`config.mk`:
```
export PLATFORM = sky130hd
export DESIGN_NAME = cp0_exc
export DESIGN_NICKNAME = d
export VERILOG_FILES = /design/src/rtl/cp0_exc.sv
export SDC_FILE = /design/constraint.sdc
export NUM_CORES = 1
export LEC_CHECK = 0
export ABC_AREA = 1
export CAP_MARGIN = 20
export CELL_PAD_IN_SITES_DETAIL_PLACEMENT = 1
export CELL_PAD_IN_SITES_GLOBAL_PLACEMENT = 1
export CORE_ASPECT_RATIO = 0.75
export CORE_MARGIN = 1.5
export CORE_UTILIZATION = 24
export DETAILED_ROUTE_END_ITERATION = 12
export GPL_TIMING_DRIVEN = 0
export PLACE_DENSITY = 0.82
export SLEW_MARGIN = 25
export SYNTH_ARGS = -nofsm -noshare
export SYNTH_HDL_FRONTEND = slang
export SYNTH_SLANG_ARGS = --single-unit
```
`constraint.sdc`:
```
create_clock -name clk -period 1.4 [get_ports clk]
set_input_delay 0.28 -clock clk [delete_from_list [all_inputs] [get_ports clk]]
set_output_delay 0.28 -clock clk [all_outputs]
set_load 0.005 [all_outputs]
```
`src/rtl/cp0_exc.sv`:
```
// cp0_exc: coprocessor-0 exception unit at the M stage.
// It decides whether an exception or interrupt is taken.
// It records Cause, EPC and SR.EXL, and serves mfc0, mtc0 and eret.
// Optional Count/Compare timer: define CP0_TIMER_EN.
module cp0_exc #(
  parameter logic [31:0] HANDLER_ADDR = 32'h0000_4180,
  parameter logic [31:0] PRID_VAL     = 32'h0000_0000
) (
  input  logic        clk,
  input  logic        reset,
  input  logic        we,
  input  logic [4:0]  addr,
  input  logic [31:0] din,
  input  logic [31:0] pc_m,
  input  logic [4:0]  exccode_m,
  input  logic        bd_m,
  input  logic        eret_m,
  input  logic [5:0]  hwint,
  output logic        req,
  output logic [31:0] handler_pc,
  output logic [31:0] epc,
  output logic [31:0] dout
);

  // SR fields
  logic [5:0]  sr_im;
  logic        sr_exl;
  logic        sr_ie;
  // Cause fields
  logic        cause_bd;
  logic [5:0]  cause_ip_q;
  logic [4:0]  cause_exc;
  // EPC word address (low two bits are always zero)
  logic [29:0] epc_q;

  logic        timer_ip;
  logic [5:0]  ip_now;
  logic [5:0]  ip_next;
  logic        int_req;
  logic        exc_req;
  logic        wr_en;
  logic [31:0] epc_calc;

`ifdef CP0_TIMER_EN
  logic [31:0] count_q;
  logic [31:0] compare_q;
  logic [31:0] count_inc;
  logic        tip;

  assign count_inc = count_q + 32'd1;
  assign timer_ip  = tip;

  // Count/Compare timer; a Count write overrides the increment, a Compare write clears TIP.
  always_ff @(posedge clk) begin
    if (reset) begin
      count_q   <= '0;
      compare_q <= '0;
      tip       <= 1'b0;
    end else begin
      if (wr_en && addr == 5'd9) begin
        count_q <= din;
      end else begin
        count_q <= count_inc;
      end
      if (wr_en && addr == 5'd11) begin
        compare_q <= din;
        tip       <= 1'b0;
      end else if (!(wr_en && addr == 5'd9) && count_inc == compare_q) begin
        tip <= 1'b1;
      end
    end
  end
`else
  assign timer_ip = 1'b0;
`endif

  // IP as read back, and IP including the live hwint for the request decision
  assign ip_now  = {cause_ip_q[5] | timer_ip, cause_ip_q[4:0]};
  assign ip_next = {hwint[5] | timer_ip, hwint[4:0]};

  assign int_req = sr_ie & ~sr_exl & (|(ip_next & sr_im));
  assign exc_req = (exccode_m != 5'd0) & ~sr_exl;
  assign req     = ~reset & (int_req | exc_req);

  // A cancelled M instruction must not commit its mtc0
  assign wr_en    = we & ~req;
  assign epc_calc = bd_m ? (pc_m - 32'd4) : pc_m;

  assign handler_pc = HANDLER_ADDR;
  assign epc        = {epc_q, 2'b00};

  // Architectural state: exception entry, mtc0 writes, eret, IP sampling
  always_ff @(posedge clk) begin
    if (reset) begin
      sr_im      <= '0;
      sr_exl     <= 1'b0;
      sr_ie      <= 1'b0;
      cause_bd   <= 1'b0;
      cause_ip_q <= '0;
      cause_exc  <= '0;
      epc_q      <= '0;
    end else begin
      cause_ip_q <= hwint;
      if (req) begin
        sr_exl    <= 1'b1;
        cause_exc <= int_req ? 5'd0 : exccode_m;
        cause_bd  <= bd_m;
        epc_q     <= epc_calc[31:2];
      end else begin
        if (we && addr == 5'd12) begin
          sr_im  <= din[15:10];
          sr_exl <= din[1];
          sr_ie  <= din[0];
        end
        if (we && addr == 5'd14) begin
          epc_q <= din[31:2];
        end
        if (eret_m) begin
          sr_exl <= 1'b0;
        end
      end
    end
  end

  // mfc0 read mux from pre-update register values
  always_comb begin
    dout = '0;
    case (addr)
`ifdef CP0_TIMER_EN
      5'd9:  dout = count_q;
      5'd11: dout = compare_q;
`endif
      5'd12: dout = {16'd0, sr_im, 8'd0, sr_exl, sr_ie};
      5'd13: dout = {cause_bd, 15'd0, ip_now, 3'd0, cause_exc, 2'b00};
      5'd14: dout = {epc_q, 2'b00};
      5'd15: dout = PRID_VAL;
      default: dout = '0;
    endcase
  end

  logic unused_bits;
  assign unused_bits = ^{din[31:16], din[9:2], epc_calc[1:0]};

endmodule

```
==> results.json <==
{
  "synth_fa_ha_area_share_pct": 0.342,
  "dr_wl_met2_um": 8850,
  "cts_buffers": 5,
  "detail-route-antenna-nets": 0,
  "netlist_instances": 607,
  "hp-class": "primary input to register",
  "crit_path_end_kind": "output pin",
  "overflow": 0,
  "worst_path_max_delay_cell": "dfxtp_2",
  "fp.dieW_um": 146,
  "synthSimpleGateAreaFrac_pct": 36.0,
  "ys_seq_elements": 50,
  "start_util_pct": 24.9,
  "num_rows": 38,
  "ctsHtreeMaxLevel": 2,
  "ioPinCount": 182,
  "max_cap_viol_count": 0,
  "fin_util_pct": 46.0,
  "crit_type": "register to output pin",
  "fin_crit_sh_pct": 123,
  "worst_ep_required_time_ns": 1.12,
  "die_y_um": 110,
  "fill_cells": 1847,
  "antenna_cells": 0,
  "rsz0062_at_grt": "true",
  "critPathLaunchType": "register",
  "synth_top_family_by_area": "simple AND/OR/NAND/NOR gates",
  "root_buffer": "clkbuf_16",
  "grt_max_degree": 18,
  "p_leak_nw": 3.31,
  "ys_types": 39,
  "wl_per_cell_um": 17.7,
  "core_area_um2": 14700,
  "io_buffers": 145,
  "ys_warn_count": 0,
  "hpwl_um": 13000,
  "wl_met1_um": 8340,
  "clockBufferDepth": 2,
  "violations": "setup timing",
  "avgViaCountPerCell": 4.58,
  "finalSetupViolations": 75,
  "peakVddDrop_mv": 0.493,
  "top_layer": "met4",
  "wirelength_um": 18700,
  "hold-worst-slack_ns": 0.328,
  "place_congestion": 0.886,
  "tns_ns": -11.03,
  "clkTransAtPathRegs_ns": 0.07,
  "p_total_mw": 4.56,
  "place_area_um2": 5500,
  "wl_met3_um": 1320,
  "cts.sinks": 50,
  "path_cells": "nand2_2 -> nand2_2 -> nor2_2 -> nand2_2 -> nand2_4 -> nand2_8 -> nand2_8 -> inv_8 -> buf_12 -> buf_6",
  "place_inst": 984,
  "fin_skew_ns": 0.00675,
  "critPathMaxStageDelay_ns": 0.34,
  "avgSynthCellArea_um2": 6.02,
  "stdcell_count": 1058,
  "synth.area.mux_share_pct": 0,
  "drt-initial-drc-count": 256,
  "crit_top_cell": "nand2_2",
  "grt_pass1_vias": 4806,
  "multi_input_comb_area_um2": 2630,
  "clk-insertion-delay-late_ns": 0.31,
  "hold_viol": 0,
  "status": "finished, violations left",
  "regArea_um2": 1030,
  "ys_seq_area_share_pct": 27.4,
  "finalCriticalPeriod_ns": 1.73,
  "first_pass_iters": 4,
  "maxSlewViolCount": 0,
  "synth.cell_area_um2": 3660,
  "antenna_found_initial": 0,
  "nets": 943,
  "synth_compound_area_share_pct": 14.6,
  "die_area_um2": 16000,
  "cts_tree": "done",
  "drive_gt1_share_pct": 36.2,
  "grt_usage_pct": 22.0,
  "drc": 0,
  "grt_pass1_wl_um": 26700,
  "power.density_nw_per_um2": 675,
  "worst_slack_ns": -0.328,
  "vias": 4849,
  "synth_xor_area_share_pct": 3.59,
  "arrival_ns": 1.45,
  "cp_max_fo": 2,
  "area_delta_synth_final_pct": 84.9,
  "fmax_mhz": 579,
  "stdcell_area_um2": 6760,
  "dp_slack_ns": -1.26
}
[final timing paths]
kind | end | start | cells after the start | slack, ns
max | req | sr_im[2] | 10 | -0.33
max reg2reg | epc_q[10] | sr_im[2] | 13 | -0.29
min | cause_ip_q[5] | hwint[5] | 3 | 0.33
min reg2reg | cause_exc[0] | cause_exc[0] | 2 | 0.48
[cell type report]
class                   count  area share (%)
multi-input cells         463            38.8
flip-flops and latches     50            15.3
clock inverters             3           0.703
well taps                 200            3.70
repair buffers            211            28.0
inverters                  72            4.37
plain buffers              54            7.20
clock buffers               5            1.85
[flip-flops by register name, summed over array words and instances (netlist names)]
name	flops
epc_q	30
cause_ip_q	6
sr_im	6
cause_exc	5
cause_bd	1
sr_exl	1
sr_ie	1
[where the power goes]
group / switching, mW / internal (mW) / total [mW] / leakage (nW)
clock network: 0.617 / 0.855 / 1.47 / 0.0844
logic: 0.755 / 0.703 / 1.46 / 2.81
registers: 0.0854 / 1.55 / 1.63 / 0.422
total: 1.46 / 3.10 / 4.56 / 3.31
[routing by layer]
metal / vias to the layer above / GRT usage (%)
li1: 2339 / -
met1: 2329 / 29.0
met2: 165 / 37.8
met3: 16 / 4.32
met4: 0 / 4.15
met5: - / 0
[what timing repair did]
item	CTS	global route
setup endpoints to repair	113	83
hold buffers	0	0
pin swaps	27	22
setup buffers	48	15
gates resized for setup	344	123
cloned	1	2
[Yosys cell counts]
cell	number	area, um2
nand2_4	3	33.8
nand3_1	25	125
a211oi_2	1	12.5
buf_4	36	270
ha_1	1	12.5
nor3_2	1	10.0
a32oi_1	1	8.76
a31oi_1	2	12.5
inv_2	1	3.75
a211oi_1	5	37.5
clkinv_4	1	8.76
nor2_2	2	12.5
nor3b_1	1	7.51
o211ai_1	1	7.51
nand2_8	1	20.0
a22o_1	3	26.3
clkbuf_1	6	22.5
xor2_1	12	105
buf_2	6	30.0
nor2_1	106	398
a32o_1	2	20.0
nand2_2	2	12.5
nor3_1	1	5.00
o21bai_1	4	30.0
inv_4	1	6.26
inv_1	69	259
buf_6	4	45.0
o21ai_1	5	25.0
xnor2_1	3	26.3
buf_1	2	7.51
o21a_1	1	7.51
a21oi_1	27	135
conb_1	2	7.51
dfxtp_1	50	1000
o21ai_0	37	185
nand2_1	173	649
nor2_4	1	11.3
nand4_1	5	31.3
o221ai_1	3	26.3
[cells by family (layout without fill, tap and decap cells)]
| kind of cell | after synthesis | in the layout |
|---|---|---|
| compound gates | 92 | 92 |
| fa+ha+maj | 1 | 1 |
| other cells | 2 | 34 |
| xor+xnor | 15 | 15 |
| buf+inv | 126 | 345 |
| simple gates | 321 | 321 |
| flops | 50 | 50 |
[placed cells by master (no fill, tap or decap), types with 11 or more instances in the layout]
cell type,n
nand2_1,150
buf_4,77
inv_1,61
nor2_1,57
dlygate4sd2_1,50
clkdlybuf4s50_1,45
conb_1,34
buf_2,33
buf_6,28
nor2_4,27
o21ai_0,27
dfxtp_2,26
nor2_2,25
dfxtp_1,24
a21oi_1,23
nand2_2,18
nand3_1,18
o21ai_1,13
xor2_1,11
[critical path, delay by kind of cell, from the launching register on]
kind | cells | cell delay (ns)
flops | 1 | 0.34
simple gates | 7 | 0.57
buf+inv | 3 | 0.25
Power figures use the tool's default switching activity.
==> patch 1, RTL diff (same settings) <==
Put a register stage on the output `epc`, with the module's reset. The value now appears one clock later. The other outputs are not delayed to match.
--- a/src/rtl/cp0_exc.sv
+++ b/src/rtl/cp0_exc.sv
@@ -87,7 +87,13 @@
   assign epc_calc = bd_m ? (pc_m - 32'd4) : pc_m;
 
   assign handler_pc = HANDLER_ADDR;
-  assign epc        = {epc_q, 2'b00};
+  always_ff @(posedge clk) begin
+    if (reset) begin
+      epc <= '0;
+    end else begin
+      epc <= {epc_q, 2'b00};
+    end
+  end
 
   // Architectural state: exception entry, mtc0 writes, eret, IP sampling
   always_ff @(posedge clk) begin
Function: changed (Yosys sat finds a counterexample within 4 cycles, from zero or initial values and one cycle with reset high).
==> patch 1 against the original RTL <==
The run still ends with setup timing left. Synthesized cell count increased by 15%. Power increased by 53%. Sequential cell count increased by 30. Final cell count increased by 14%. Setup slack got worse by 0.0033 ns. Synthesized area increased by 23%. Design area increased by 15%. Routed wire length increased by 12%. Highest routed layer unchanged.
==> patch 1: results (changes against the original RTL) <==
Hpwl dp: 14200 µm (was 13000 µm)
Layout fillers: 2311 (was 1847)
Final setup fails: 75 (unchanged)
Status: finished with violations (unchanged)
Worst path arrival time: 1.95 ns (was 1.45 ns)
Dpl cells: 1125 (was 984)
WL final: 21100 µm (was 18700 µm)
Global-route wire length before repair: 29700 µm (was 26700 µm)
Setup_tns: -14.37 ns (was -11.03 ns)
Failing checks: setup timing (unchanged)
Pleak: 3.85 nW (was 3.31 nW)
Max rail drop VDD: 0.000684 V (was 0.000493 V)
1st-iter DRT viols: 282 (was 256)
Post-placement setup slack: -1.32 ns (was -1.26 ns)
Layout cells sized above 1: 29.7% (was 36.2%)
Synth cell count leaders: 205 x nand2_1, 123 x nor2_1, 92 x inv_1 (was 173 x nand2_1, 106 x nor2_1, 69 x inv_1)
Tot GR Track Use: 20.5% (was 22.0%)
Final worst slack: -0.331 ns (was -0.328 ns)
Initial antenna violation count: 2 (was 0)
Met2 global-route usage: 32.9% (was 37.8%)
Top flop regs: epc x30, epc_q x30 (was epc_q x30, cause_ip_q x6, sr_im x6)
Clock Latency Late Sink: 0.35 ns (was 0.31 ns)
Post-CTS Setup Bufs: 41 (was 48)
Vias: 5277 (was 4849)
Main area contributors after synthesis: dfxtp_1 36%, nand2_1 17%, nor2_1 10% (was dfxtp_1 27%, nand2_1 18%, nor2_1 11%)
Post-synthesis sequential area ratio: 35.6% (was 27.4%)
Vias in the first global route: 5159 (was 4806)
Post-Syn Instances: 701 (was 607)
Final net count: 1040 (was 943)
## patch 1: area by class of cell
class | count | area, µm² | area share [%]
repair buffers | 209 | 1940 | 25.0
flip-flops and latches | 80 | 1610 | 20.8
repair inverters | 1 | 8.76 | 0.113
clock buffers | 10 | 229 | 2.95
multi-input cells | 507 | 2710 | 34.8
inverters | 93 | 368 | 4.74
clock inverters | 5 | 106 | 1.37
diodes | 2 | 5.00 | 0.0644
well taps | 247 | 309 | 3.98
plain buffers | 53 | 482 | 6.20
## patch 1: worst paths after layout
| kind | start | to | slack [ns] | cells after the start |
|---|---|---|---|---|
| setup / recovery | sr_im[0] | sr_exl | -0.33 | 11 |
| hold / removal | hwint[3] | cause_ip_q[3] | 0.30 | 3 |
| setup reg to reg | sr_im[0] | sr_exl | -0.33 | 11 |
| hold reg to reg | epc_q[21] | epc[23] | 0.46 | 2 |
## patch 1: cell families after synthesis
family          count (synthesis)  synth area share (%)
compound gates                 51                  7.24
xor+xnor                       11                  2.14
fa+ha+maj                       1                 0.278
buf+inv                       147                  16.2
flops                          80                  35.6
other cells                     2                 0.167
simple gates                  409                  38.4
## patch 1: critical path: stages, from the launching register on
cell	delay, ns
dfxtp_2	0.33
nand2_1	0.06
nand2_1	0.06
nor2_1	0.13
nand2_2	0.09
nand2_4	0.10
buf_8	0.15
nand2_8	0.09
nand2_8	0.13
bufbuf_16	0.28
buf_4	0.10
nand2_1	0.07
## patch 1: per-layer routing
layer / up-vias / routed length [µm]
met3: 18 / 1180
met4: 0 / 287
met2: 153 / 9710
met5: - / 0
li1: 2606 / -
met1: 2500 / 9890
## patch 1: where the power goes
group / switching [mW] / internal (mW)
sequential: 0.0640 / 2.49
clock: 0.985 / 1.74
combinational: 0.939 / 0.758
total: 1.99 / 4.98
==> patch 2, RTL diff (same flow settings) <==
Made on the original files. Build with the macro `CP0_TIMER_EN` defined.
--- a/src/rtl/cp0_exc.sv
+++ b/src/rtl/cp0_exc.sv
@@ -2,6 +2,8 @@
 // It decides whether an exception or interrupt is taken.
 // It records Cause, EPC and SR.EXL, and serves mfc0, mtc0 and eret.
 // Optional Count/Compare timer: define CP0_TIMER_EN.
+`define CP0_TIMER_EN
+
 module cp0_exc #(
   parameter logic [31:0] HANDLER_ADDR = 32'h0000_4180,
   parameter logic [31:0] PRID_VAL     = 32'h0000_0000
Formal check against the unedited RTL: not equivalent (a bounded check fails within 4 cycles, from zero or initial values and one cycle with reset high).
==> patch 2 against the original RTL <==
The run ends with DRC, setup timing left. Design area increased by 100%. Power up 130%. Synthesized area up 110%. Setup slack lost 0.83 ns. Global-route usage increased by 6.6 points. Sequential share of layout area increased by 2.5 points. Worst hold slack worse by 0.065 ns. Routed wire length rose to 3.0 times the old value. Synthesized cell count increased by 96%. Final cell count grew 81%. Utilization is 1.4 points lower. Sequential cell count increased by 65. First-iteration DRC count increased to 5.0 times the old value. Critical path type is now reg2reg. Critical endpoint is now count_q[14]. Largest power group is now the clock network.
==> patch 2: results (changes against the original RTL) <==
Tot GR Track Use: 28.6% (was 22.0%)
1st-iter DRT viols: 1289 (was 256)
Cts hold-fix bufs: 0 (unchanged)
Placed inst area: 10100 µm² (was 5500 µm²)
Worst path arrival time: 2.84 ns (was 1.45 ns)
Top flop regs: compare_q x32, count_q x32, epc_q x30 (was epc_q x30, cause_ip_q x6, sr_im x6)
Dpl cells: 1767 (was 984)
Main area contributors after synthesis: dfxtp_1 31%, nand2_1 15%, o21ai_0 7.1% (was dfxtp_1 27%, nand2_1 18%, nor2_1 11%)
GRT Residual Overflow: 0 (unchanged)
Biggest fanout along the worst timing path: 10 (was 2)
Clock skew: 0.0186 ns (was 0.00675 ns)
Pre-Repair DR Iteration Count: 10 (was 4)
Pleak: 5.61 nW (was 3.31 nW)
Initial antenna violation count: 2 (was 0)
Failing checks: DRC, setup timing (was setup timing)
Status: finished with violations (unchanged)
Final worst slack: -1.15 ns (was -0.328 ns)
Hpwl dp: 29800 µm (was 13000 µm)
Max rail drop VDD: 0.000855 V (was 0.000493 V)
IO buf count: 144 (was 145)
Final setup fails: 137 (was 75)
TritonCTS Buffers: 17 (was 5)
Clock Latency Late Sink: 0.47 ns (was 0.31 ns)
Setup_tns: -88.01 ns (was -11.03 ns)
Layout cells sized above 1: 41.3% (was 36.2%)
Final net count: 1588 (was 943)
Non-filler cells, final: 1913 (was 1058)
Synth cell count leaders: 293 x nand2_1, 136 x inv_1, 125 x nor2_1 (was 173 x nand2_1, 106 x nor2_1, 69 x inv_1)
Slew HR: 20.1%
Unique masters post-synth: 42 (was 39)
Critical Path Slowest Stage Cell: a31oi_1 (was dfxtp_2)
Post-Syn Instances: 1192 (was 607)
Post-placement setup slack: -1.91 ns (was -1.26 ns)
DR DRC count: 3 (was 0)
Post-synthesis sequential area ratio: 30.6% (was 27.4%)
Global-route wire length before repair: 69200 µm (was 26700 µm)
Family with the most delay on the worst path: simple AND/OR/NAND/NOR gates (unchanged)
Max incr delay on CP: 0.56 ns (was 0.34 ns)
Final GP Congestion: 0.928 (was 0.886)
H-tree Lvls: 4 (was 2)
## patch 2: changes by cell type after synthesis, sizes merged, moves of 23 or more
cell	before	now
dfxtp	50	115
clkbuf	6	32
a21oi	27	79
nor2	109	143
o21ai	42	108
nand3	25	81
o221ai	3	26
nand2	179	305
inv	71	140
## patch 2: path summary, 6_finish.rpt
check	from	end	slack, ns	cells past startpoint
max	sr_im[3]	count_q[14]	-1.15	15
min reg2reg	timer_ip	timer_ip	0.49	2
max reg2reg	sr_im[3]	count_q[14]	-1.15	15
min	reset	count_q[9]	0.26	2
## patch 2: repair_timing
action | 4_1_cts | 5_1_grt
gates cloned | 10 | 6
setup buffers | 62 | 44
endpoints found under the setup margin | 171 | 157
gates resized for setup | 466 | 263
pin swaps | 36 | 57
## patch 2: cells by family (layout without fill, tap and decap cells)
| logic type | after synthesis | after routing | share of synthesized area (%) |
|---|---|---|---|
| compound gates | 270 | 270 | 20.9 |
| xor+xnor | 26 | 26 | 3.40 |
| fa+ha+maj | 2 | 2 | 0.333 |
| buf+inv | 218 | 507 | 12.7 |
| flops | 115 | 115 | 30.6 |
| other cells | 2 | 34 | 0.0999 |
| simple gates | 559 | 560 | 31.9 |
## patch 2: area by class of cell
class	instances	area, µm²
tap	399	499
clock buffer	17	425
clock inverter	15	158
inverter	141	614
buffer	76	867
multi-input combinational	892	6070
fill	3617	16900
sequential	115	2410
timing repair buffer	258	2550
## patch 2: power by group
part	leakage, nW	switching [mW]	total (mW)	internal, mW
Clock	0.282	2.16	4.69	2.52
Combinational	4.36	1.32	2.30	0.983
Sequential	0.964	0.188	3.61	3.42
## patch 2: per-layer routing
layer / routed length (µm) / global-route usage, %
met1: 19900 / 33.6
met2: 24000 / 45.3
met3: 6450 / 8.27
met4: 5030 / 20.3
met5: 20 / 0
